`src/rtl/ram_pkg.sv`:
```
// Shared types and constants for the SPRAM read-modify-write bridge.
package ram_pkg;

  localparam int RAM_ADDR_WIDTH = 15;
  localparam int RAM_DATA_WIDTH = 32;

  localparam logic [3:0] STRB_NONE = 4'b0000;
  localparam logic [3:0] STRB_FULL = 4'b1111;

  typedef enum logic [2:0] {
    IDLE,
    ISSUE,
    CAPTURE,
    WRITEBACK,
    RESP
  } state_t;

endpackage

```
`src/rtl/byte_merge.sv`:
```
// Byte-lane merge: strobed lanes come from new_word, the rest keep old_word.
module byte_merge #(
  parameter int DATA_WIDTH = 32
) (
  input  logic [DATA_WIDTH-1:0]   old_word,
  input  logic [DATA_WIDTH-1:0]   new_word,
  input  logic [DATA_WIDTH/8-1:0] strb,
  output logic [DATA_WIDTH-1:0]   merged
);

  always_comb begin
    merged = old_word;
    for (int i = 0; i < DATA_WIDTH / 8; i++) begin
      if (strb[i]) merged[8*i +: 8] = new_word[8*i +: 8];
    end
  end

endmodule

```
`src/rtl/ram_rmw_controller.sv`:
```
// CPU valid/ready bus to single-port RAM bridge; partial writes become
// read-modify-write because the RAM itself has no byte enables.
module ram_rmw_controller
  import ram_pkg::*;
#(
  parameter int ADDR_WIDTH = RAM_ADDR_WIDTH,
  parameter int DATA_WIDTH = RAM_DATA_WIDTH
) (
  input  logic                    clock,
  input  logic                    reset,
  input  logic                    memValid,
  input  logic [31:0]             memAddress,
  input  logic [DATA_WIDTH-1:0]   memWdata,
  input  logic [DATA_WIDTH/8-1:0] memWstrb,
  output logic                    memReady,
  output logic [DATA_WIDTH-1:0]   memRdata,
  output logic                    ramWriteEnable,
  output logic [ADDR_WIDTH-1:0]   ramAddress,
  output logic [DATA_WIDTH-1:0]   ramDataIn,
  input  logic [DATA_WIDTH-1:0]   ramDataOut
);

  localparam int STRB_WIDTH = DATA_WIDTH / 8;

  state_t state;
  state_t next_state;

  logic [ADDR_WIDTH-1:0] req_addr;
  logic [DATA_WIDTH-1:0] req_wdata;
  logic [STRB_WIDTH-1:0] req_wstrb;
  logic [DATA_WIDTH-1:0] merged;
  logic                  accept;
  logic                  unused_addr_bits;

  // Word index only; byte offset and bits above the RAM size are decoded upstream.
  assign unused_addr_bits = ^{memAddress[31:ADDR_WIDTH+2], memAddress[1:0]};
  assign accept = (state == IDLE) && memValid;

  byte_merge #(
    .DATA_WIDTH(DATA_WIDTH)
  ) u_byte_merge (
    .old_word(ramDataOut),
    .new_word(req_wdata),
    .strb    (req_wstrb),
    .merged  (merged)
  );

  always_ff @(posedge clock) begin
    if (reset) state <= IDLE;
    else       state <= next_state;
  end

  always_comb begin
    next_state = state;
    case (state)
      IDLE:      if (memValid) next_state = ISSUE;
      ISSUE:     next_state = (req_wstrb == STRB_FULL) ? RESP : CAPTURE;
      CAPTURE:   next_state = (req_wstrb == STRB_NONE) ? RESP : WRITEBACK;
      WRITEBACK: next_state = RESP;
      RESP:      next_state = IDLE;
      default:   next_state = IDLE;
    endcase
  end

  // Request capture: contents are don't-care until the next accept.
  always_ff @(posedge clock) begin
    if (accept) begin
      req_addr  <= memAddress[ADDR_WIDTH+1:2];
      req_wdata <= memWdata;
      req_wstrb <= memWstrb;
    end
  end

  // RAM address is loaded at accept and held through CAPTURE, since the
  // RAM output bank mux decodes it combinationally.
  always_ff @(posedge clock) begin
    if (reset) begin
      memReady   <= 1'b0;
      memRdata   <= '0;
      ramAddress <= '0;
      ramDataIn  <= '0;
    end else begin
      memReady <= (next_state == RESP);
      if (accept) begin
        ramAddress <= memAddress[ADDR_WIDTH+1:2];
        ramDataIn  <= memWdata;
      end
      if (state == CAPTURE) begin
        if (req_wstrb == STRB_NONE) memRdata  <= ramDataOut;
        else                        ramDataIn <= merged;
      end
    end
  end

  // Reset gates the strobe directly so an in-flight write never lands.
  assign ramWriteEnable = ((state == ISSUE && req_wstrb == STRB_FULL) ||
                           state == WRITEBACK) && !reset;

endmodule

```
`config.mk`:
```
export PLATFORM = sky130hd
export DESIGN_NAME = ram_rmw_controller
export DESIGN_NICKNAME = d
export VERILOG_FILES = /design/src/rtl/ram_pkg.sv /design/src/rtl/byte_merge.sv /design/src/rtl/ram_rmw_controller.sv
export SDC_FILE = /design/constraint.sdc
export NUM_CORES = 1
export LEC_CHECK = 0
export BUFFER_PORTS_ARGS = -buffer_cell sky130_fd_sc_hd__buf_2
export CAP_MARGIN = 0
export CORE_ASPECT_RATIO = 0.6
export CORE_UTILIZATION = 52
export CTS_CLUSTER_SIZE = 25
export DETAILED_ROUTE_END_ITERATION = 10
export GPL_TIMING_DRIVEN = 0
export PLACE_DENSITY = 0.84
export SLEW_MARGIN = 20
export SYNTH_ARGS = -nofsm -noshare
export SYNTH_HDL_FRONTEND = slang
export SYNTH_SLANG_ARGS = --single-unit
```
`constraint.sdc`:
```
create_clock -name clock -period 4.1 [get_ports clock]
set_input_delay 0.82 -clock clock [delete_from_list [all_inputs] [get_ports clock]]
set_output_delay 0.82 -clock clock [all_outputs]
set_load 0.005 [all_outputs]
```
==> run summary, run 1 <==
GPL Wtd Cong: 0.842
First-pass DRT Iterations: 5
Post-Syn Nets: 590
Die width: 126 um
Top cells by area, synth: dfxtp_1, edfxtp_1, nand2_1
Sequential area share after synthesis: 57.4%
P_sw: 852 uW
Library cells used by synthesis: 24
First-pass GRT wire length: 22.8 mm
RSZ-0062 raised after global routing: no
Drt first-iter violations: 321
Final worst path period share: 70.6%
Crit-path cells: clkbuf_1, a41o_1, nand2_1, nor3_1, buf_2
Hold Path Class: reg2reg
Hold Fails Final Rpt: 0
Cells after Synth: 487
Rel. slew slack: 54.6%
Worst path max stage delay: 0.60 ns
Asr flop ratio synth: 0%
Pins Over Slew Limit: 0
Status: complete, no violations
Critical Path Sink Type: primary output
Clock power share: 45.5%
Antenna Nets Post-Route: 0
Hpwl dp: 10.0 mm
Warning count from the yosys run: 0
Initial antenna violation count: 0
Num CTS Buffers: 17
Root buf cell: clkbuf_16
Critical path's slowest cell: edfxtp_1
Drt wl/cell: 18.2 um
H-tree levels: 4
Worst-Margin Slew: 0.664 ns
Std cell rows: 26
Internal power: 2490 uW
Hold Crit Depth: 2
Die height: 76.2 um
I/O pin cnt: 184
Kind of critical path: reg2out
Fin nets: 774
Fmax: 0.345 GHz
Commonest cells post-synth: nand2_1, dfxtp_1, a21oi_1
Reg2reg end: ramDataIn[20]
DR DRC count: 0
Number of global-route vias before repair: 4478
Worst R2R Start: req_wstrb[3]
Count of endpoints failing setup in the final report: 0
Setup crit start: req_wstrb[2]
Mapped cell area: 4780 um2
Vias: 4715
Worst Setup EP: ramWriteEnable
CTS max path bufs: 2
Grt ovf: 0
Post-Syn Area per Cell: 9.81 um2
GRT Util Overall: 30.7%
FF-to-FF path depth: 6
CP max FO: 10
Synth Flop Type: dfxtp_1
Synth top area share: 34.8%
N_diodes: 0
Placed instance count: 764
Via-to-Cell Ratio: 5.92
Initial Util: 54.8%
Fraction of power spent switching nets: 25.5%
Die area: 9590 um2
Dominant cell type by area after synthesis: dfxtp_1
Synthesized flop and latch total: 119
Post-Route WL: 14.5 mm
Critical Path Start Type: flip-flop
Crit path time final: 2.90 ns
Lkg Pwr: 0.00257 uW
Most frequent cell after synthesis: nand2_1
Port Buf Inserts: 165
Maxcap violations: 0
Logic pwr share: 13.3%
Post-CTS setup-driven buffer insertion count: 0
Peak VDD IR: 0.335 mV
PostCTS Resize Cnt: 0
PwrDens: 525 nW/um2
Final setup TNS: 0 ns
Clock latency on the worst-skew pair: 0.41 ns
Pin count of the biggest net entering global routing: 46
CTS tree: yes
CTS sink count: 119
Area Growth Syn to Fin: 33.3%
R2R setup slack: 1.84 ns
Non-filler cells, final: 796
Worst Clk Skew: 0.00849 ns
Data required time of the worst path: 3.28 ns
Core area: 8720 um2
Share of layout cells above drive strength 1: 32.0%
Post-synth EDFFs: 36
Worst EP arrival: 2.08 ns
Number of hold buffers added after cts: 0
Worst-path clk slew: 0.06 ns
Flop pwr share: 41.2%
[per-layer routing]
| metal | global-route usage [%] | vias to the layer above | share of wire [%] |
|---|---|---|---|
| li1 | - | 2161 | - |
| met2 | 45.8 | 276 | 44 |
| met1 | 43.2 | 2252 | 44 |
| met5 | 0 | - | 0 |
| met3 | 7.72 | 26 | 10 |
| met4 | 11.3 | 0 | 1.7 |
[layout make-up]
class                   count  area, um2
flip-flops and latches    119       2740
fillers                   648       2350
multi-input cells         317       1810
repair buffers            165        826
clock buffers              27        566
plain buffers              50        226
well taps                 112        140
clock inverters             5       53.8
inverters                   1       3.75
[state kept, by name (all words and copies together) (netlist names)]
name and count:
memRdata 32, memReady 1, ramAddress 15, ramDataIn 32, req_wdata 32, req_wstrb 4, state 3
[worst max-delay path, delay by kind of cell, from the launching register on]
family | cells | cell delay [ns]
and+or+nand+nor | 2 | 0.23
DFF | 1 | 0.60
AOI/OAI and AO/OA | 1 | 0.26
buffers and inverters | 2 | 0.57
[per-stage QoR]
step           total power (uW)  utilization, %  instance area [um2]  hold slack, ns  setup slack, ns
2_1_floorplan              1630               -                 4780           0.453             1.84
3_3_place_gp               1820            65.9                 5740           0.438             1.53
3_5_place_dp               1830            65.9                 5740           0.443             1.51
4_1_cts                    3340            73.0                 6360           0.451             1.23
5_1_grt                    3460            73.0                 6370           0.469             1.07
6_report                   3350            73.0                 6370           0.452             1.20
[cells in the final DEF (no fill, tap or decap)]
| master | synthesis | routed |
|---|---|---|
| a21oi_1 | 49 | 49 |
| nor3_1 | 1 | 1 |
| edfxtp_1 | 36 | 36 |
| nand2_1 | 97 | 97 |
| or4b_1 | 1 | 1 |
| inv_4 | 0 | 1 |
| clkbuf_1 | 33 | 35 |
| dfxtp_1 | 83 | 83 |
| buf_6 | 2 | 2 |
| nor3b_2 | 0 | 1 |
| nor2_1 | 1 | 1 |
| bufinv_16 | 0 | 1 |
| clkbuf_8 | 0 | 6 |
| a41o_1 | 1 | 1 |
| buf_4 | 2 | 2 |
| clkbuf_16 | 0 | 19 |
| a21boi_0 | 2 | 2 |
| or3b_1 | 1 | 1 |
| nand3_1 | 32 | 32 |
| a311oi_2 | 4 | 4 |
| a2111oi_0 | 33 | 33 |
| or4_1 | 1 | 1 |
| inv_2 | 1 | 1 |
| clkinvlp_4 | 0 | 1 |
| nor4_2 | 1 | 1 |
| a311oi_1 | 28 | 28 |
| clkinv_2 | 0 | 2 |
| o21ai_0 | 32 | 32 |
| nor2b_1 | 32 | 32 |
| buf_2 | 13 | 178 |
[cells by family after synthesis]
group	Yosys count	synth area share (%)
buffers and inverters	51	4.82
DFF	119	57.4
and+or+nand+nor	168	16.3
AOI/OAI and AO/OA	149	21.5
[power by group through the flow]
stage / clock, uW / combinational, uW / sequential [uW]
floorplan: 0 / 234 / 1390
global placement: 0 / 424 / 1390
detailed placement: 0 / 436 / 1400
CTS: 1520 / 440 / 1370
global route: 1590 / 482 / 1390
finish: 1520 / 445 / 1380
[how the worst min path moves through the flow]
stage	startpoint	endpoint	slack, ns
3_3_place_gp	ramAddress[10]	ramAddress[10]	0.44
6_report	ramAddress[3]	ramAddress[3]	0.45
5_1_grt	ramAddress[1]	ramAddress[1]	0.47
3_5_place_dp	ramAddress[7]	ramAddress[7]	0.44
4_1_cts	ramAddress[7]	ramAddress[7]	0.45
2_1_floorplan	ramAddress[0]	ramAddress[0]	0.45
Note: power is estimated with default switching activity, not from simulation.
==> run 2, diff against run 1 <==
--- a/config.mk
+++ b/config.mk
@@ -8,11 +8,11 @@
 export BUFFER_PORTS_ARGS = -buffer_cell sky130_fd_sc_hd__buf_2
 export CAP_MARGIN = 0
 export CORE_ASPECT_RATIO = 0.6
-export CORE_UTILIZATION = 52
+export CORE_UTILIZATION = 44
 export CTS_CLUSTER_SIZE = 25
 export DETAILED_ROUTE_END_ITERATION = 10
 export GPL_TIMING_DRIVEN = 0
-export PLACE_DENSITY = 0.84
+export PLACE_DENSITY = 0.76
 export SLEW_MARGIN = 20
 export SYNTH_ARGS = -nofsm -noshare
 export SYNTH_HDL_FRONTEND = slang
==> constraint.sdc (replaced) <==
create_clock -name clock -period 2.4 [get_ports clock]
set_input_delay 0.48 -clock clock [delete_from_list [all_inputs] [get_ports clock]]
set_output_delay 0.48 -clock clock [all_outputs]
set_load 0.005 [all_outputs]
==> run summary, run 2 (synthesis gave the netlist of run 1 again) <==
PwrDens: 913 nW/um2
Count of endpoints failing setup in the final report: 0
Post-Route WL: 15.1 mm
Via-to-Cell Ratio: 5.65
Reg2reg end: ramDataIn[3]
Most frequent cells in the layout: buf_2, nand2_1, dfxtp_1, a21oi_1, edfxtp_1
Final worst path period share: 95.0%
Critical Path Sink Type: primary output
I/O pin cnt: 184
Peak VDD IR: 0.511 mV
CTS sink count: 119
Met2 wire len: 6.64 mm
Vias: 4657
Number of global-route vias before repair: 4374
Share of layout cells above drive strength 1: 32.3%
M1 WL: 6.86 mm
Die area: 11300 um2
Most common cell after layout, fill and taps aside: buf_2
Fmax: 0.438 GHz
Data required time of the worst path: 1.92 ns
Final setup TNS: 0 ns
RSZ-0062 raised after global routing: no
Grt ovf: 0
Critical Path Start Type: flip-flop
FF-to-FF path depth: 6
Core area: 10600 um2
Std cell rows: 29
H-tree levels: 4
Pin count of the biggest net entering global routing: 46
Antenna Nets Post-Route: 0
Biggest regs: memRdata x32, ramDataIn x32, req_wdata x32
Fill cell count: 897
Root buf cell: clkbuf_16
CTS max path bufs: 2
Port Buf Inserts: 165
Lkg Pwr: 0.00260 uW
Drt first-iter violations: 342
Worst Clk Skew: 0.00593 ns
Initial Util: 45.2%
Crit path time final: 2.28 ns
Worst-Margin Slew: 0.618 ns
R2R setup slack: 0.13 ns
Hold Path End: req_wstrb[2]
CP max FO: 10
Area occupied by multi-input gates: 1810 um2
Hold Crit Depth: 1
Rel. slew slack: 58.8%
Kind of critical path: reg2out
Hold Fails Final Rpt: 0
GRT Util Overall: 27.2%
Area Growth Syn to Fin: 34.7%
Wire length on met3: 1.48 mm
Worst EP arrival: 1.80 ns
DR DRC count: 0
Clock latency on the worst-skew pair: 0.40 ns
Number of hold buffers added after cts: 0
Maxcap violations: 0
Placed instance count: 791
Worst R2R Start: req_wstrb[2]
CTS tree: yes
Worst-path clk slew: 0.05 ns
Hold WS: 0.250 ns
Hold path startpoint: memWstrb[2]
Die width: 137 um
Non-filler cells, final: 824
DP Area: 5780 um2
Drt wl/cell: 18.3 um
Register area: 2740 um2
GPL Wtd Cong: 0.804
Design area: 6430 um2
Top Layer Used: met4
Status: complete, no violations
Pins Over Slew Limit: 0
Num CTS Buffers: 17
Hold Path Class: in2reg
Hpwl dp: 10.5 mm
First-pass DRT Iterations: 5
N_diodes: 0
Fin nets: 775
Die height: 82.7 um
Initial antenna violation count: 0
First-pass GRT wire length: 22.7 mm
## run 2: changes by cell type in the layout (fill, tap and decap cells not counted), sizes merged
cell      change
clkinv        +1
clkbuf        -4
clkinvlp      -1
bufinv        +4
buf           +1
## run 2: worst max-delay path by stage
| stage | endpoint | slack (ns) | from | cells after the start |
|---|---|---|---|---|
| 3_3_place_gp | ramDataIn[19] | 0.09 | state[1] | 4 |
| 5_1_grt | ramWriteEnable | 0.01 | req_wstrb[1] | 6 |
| 4_1_cts | ramWriteEnable | 0.01 | req_wstrb[0] | 5 |
| 6_report | ramWriteEnable | 0.12 | req_wstrb[1] | 6 |
| 3_5_place_dp | ramDataIn[19] | -0.02 | state[1] | 4 |
| 2_1_floorplan | req_wdata[0] | 0.48 | memValid | 5 |
## run 2: area by class of cell
cell class / count / area share, %
timing repair buffer: 167 / 13.1
sequential: 119 / 42.6
clock buffer: 23 / 7.12
clock inverter: 9 / 2.66
tap: 139 / 2.70
buffer: 49 / 3.64
inverter: 1 / 0.0583
multi-input combinational: 317 / 28.1
## run 2: through the flow
| step | power [uW] | util, % | worst slack, ns |
|---|---|---|---|
| final | 5870 | 60.9 | 0.119 |
| after global routing | 6090 | 60.9 | 0.0133 |
| after CTS | 5880 | 60.8 | 0.0122 |
| after detailed placement | 3150 | 54.7 | -0.0226 |
| after global placement | 3120 | 54.7 | 0.0904 |
| after floorplan | 2780 | - | 0.480 |
## run 2: repair_timing
item | in CTS | in global routing
resized for setup | 5 | 3
endpoints found under the setup margin | 10 | 6
gates cloned | 0 | 0
setup buffers | 1 | 1
## run 2: worst max-delay path, cell delays in order, from the launching register on
cell and delay (ns):
edfxtp_1 0.31, clkbuf_4 0.20, clkbuf_4 0.23, a41o_1 0.19, nand2_1 0.09, nor3_1 0.21
buf_2 0.16
## run 2: report_power, final
group | leakage, uW | internal (uW) | switching [uW]
combinational | 0.00127 | 291 | 485
clock | 0.000309 | 1870 | 879
sequential | 0.00102 | 2260 | 89.2
## run 2: layer usage
layer	global-route usage [%]	vias to the layer above
met5	0	-
met4	9.44	0
met3	6.72	11
met2	41.1	245
met1	37.8	2239
li1	-	2162
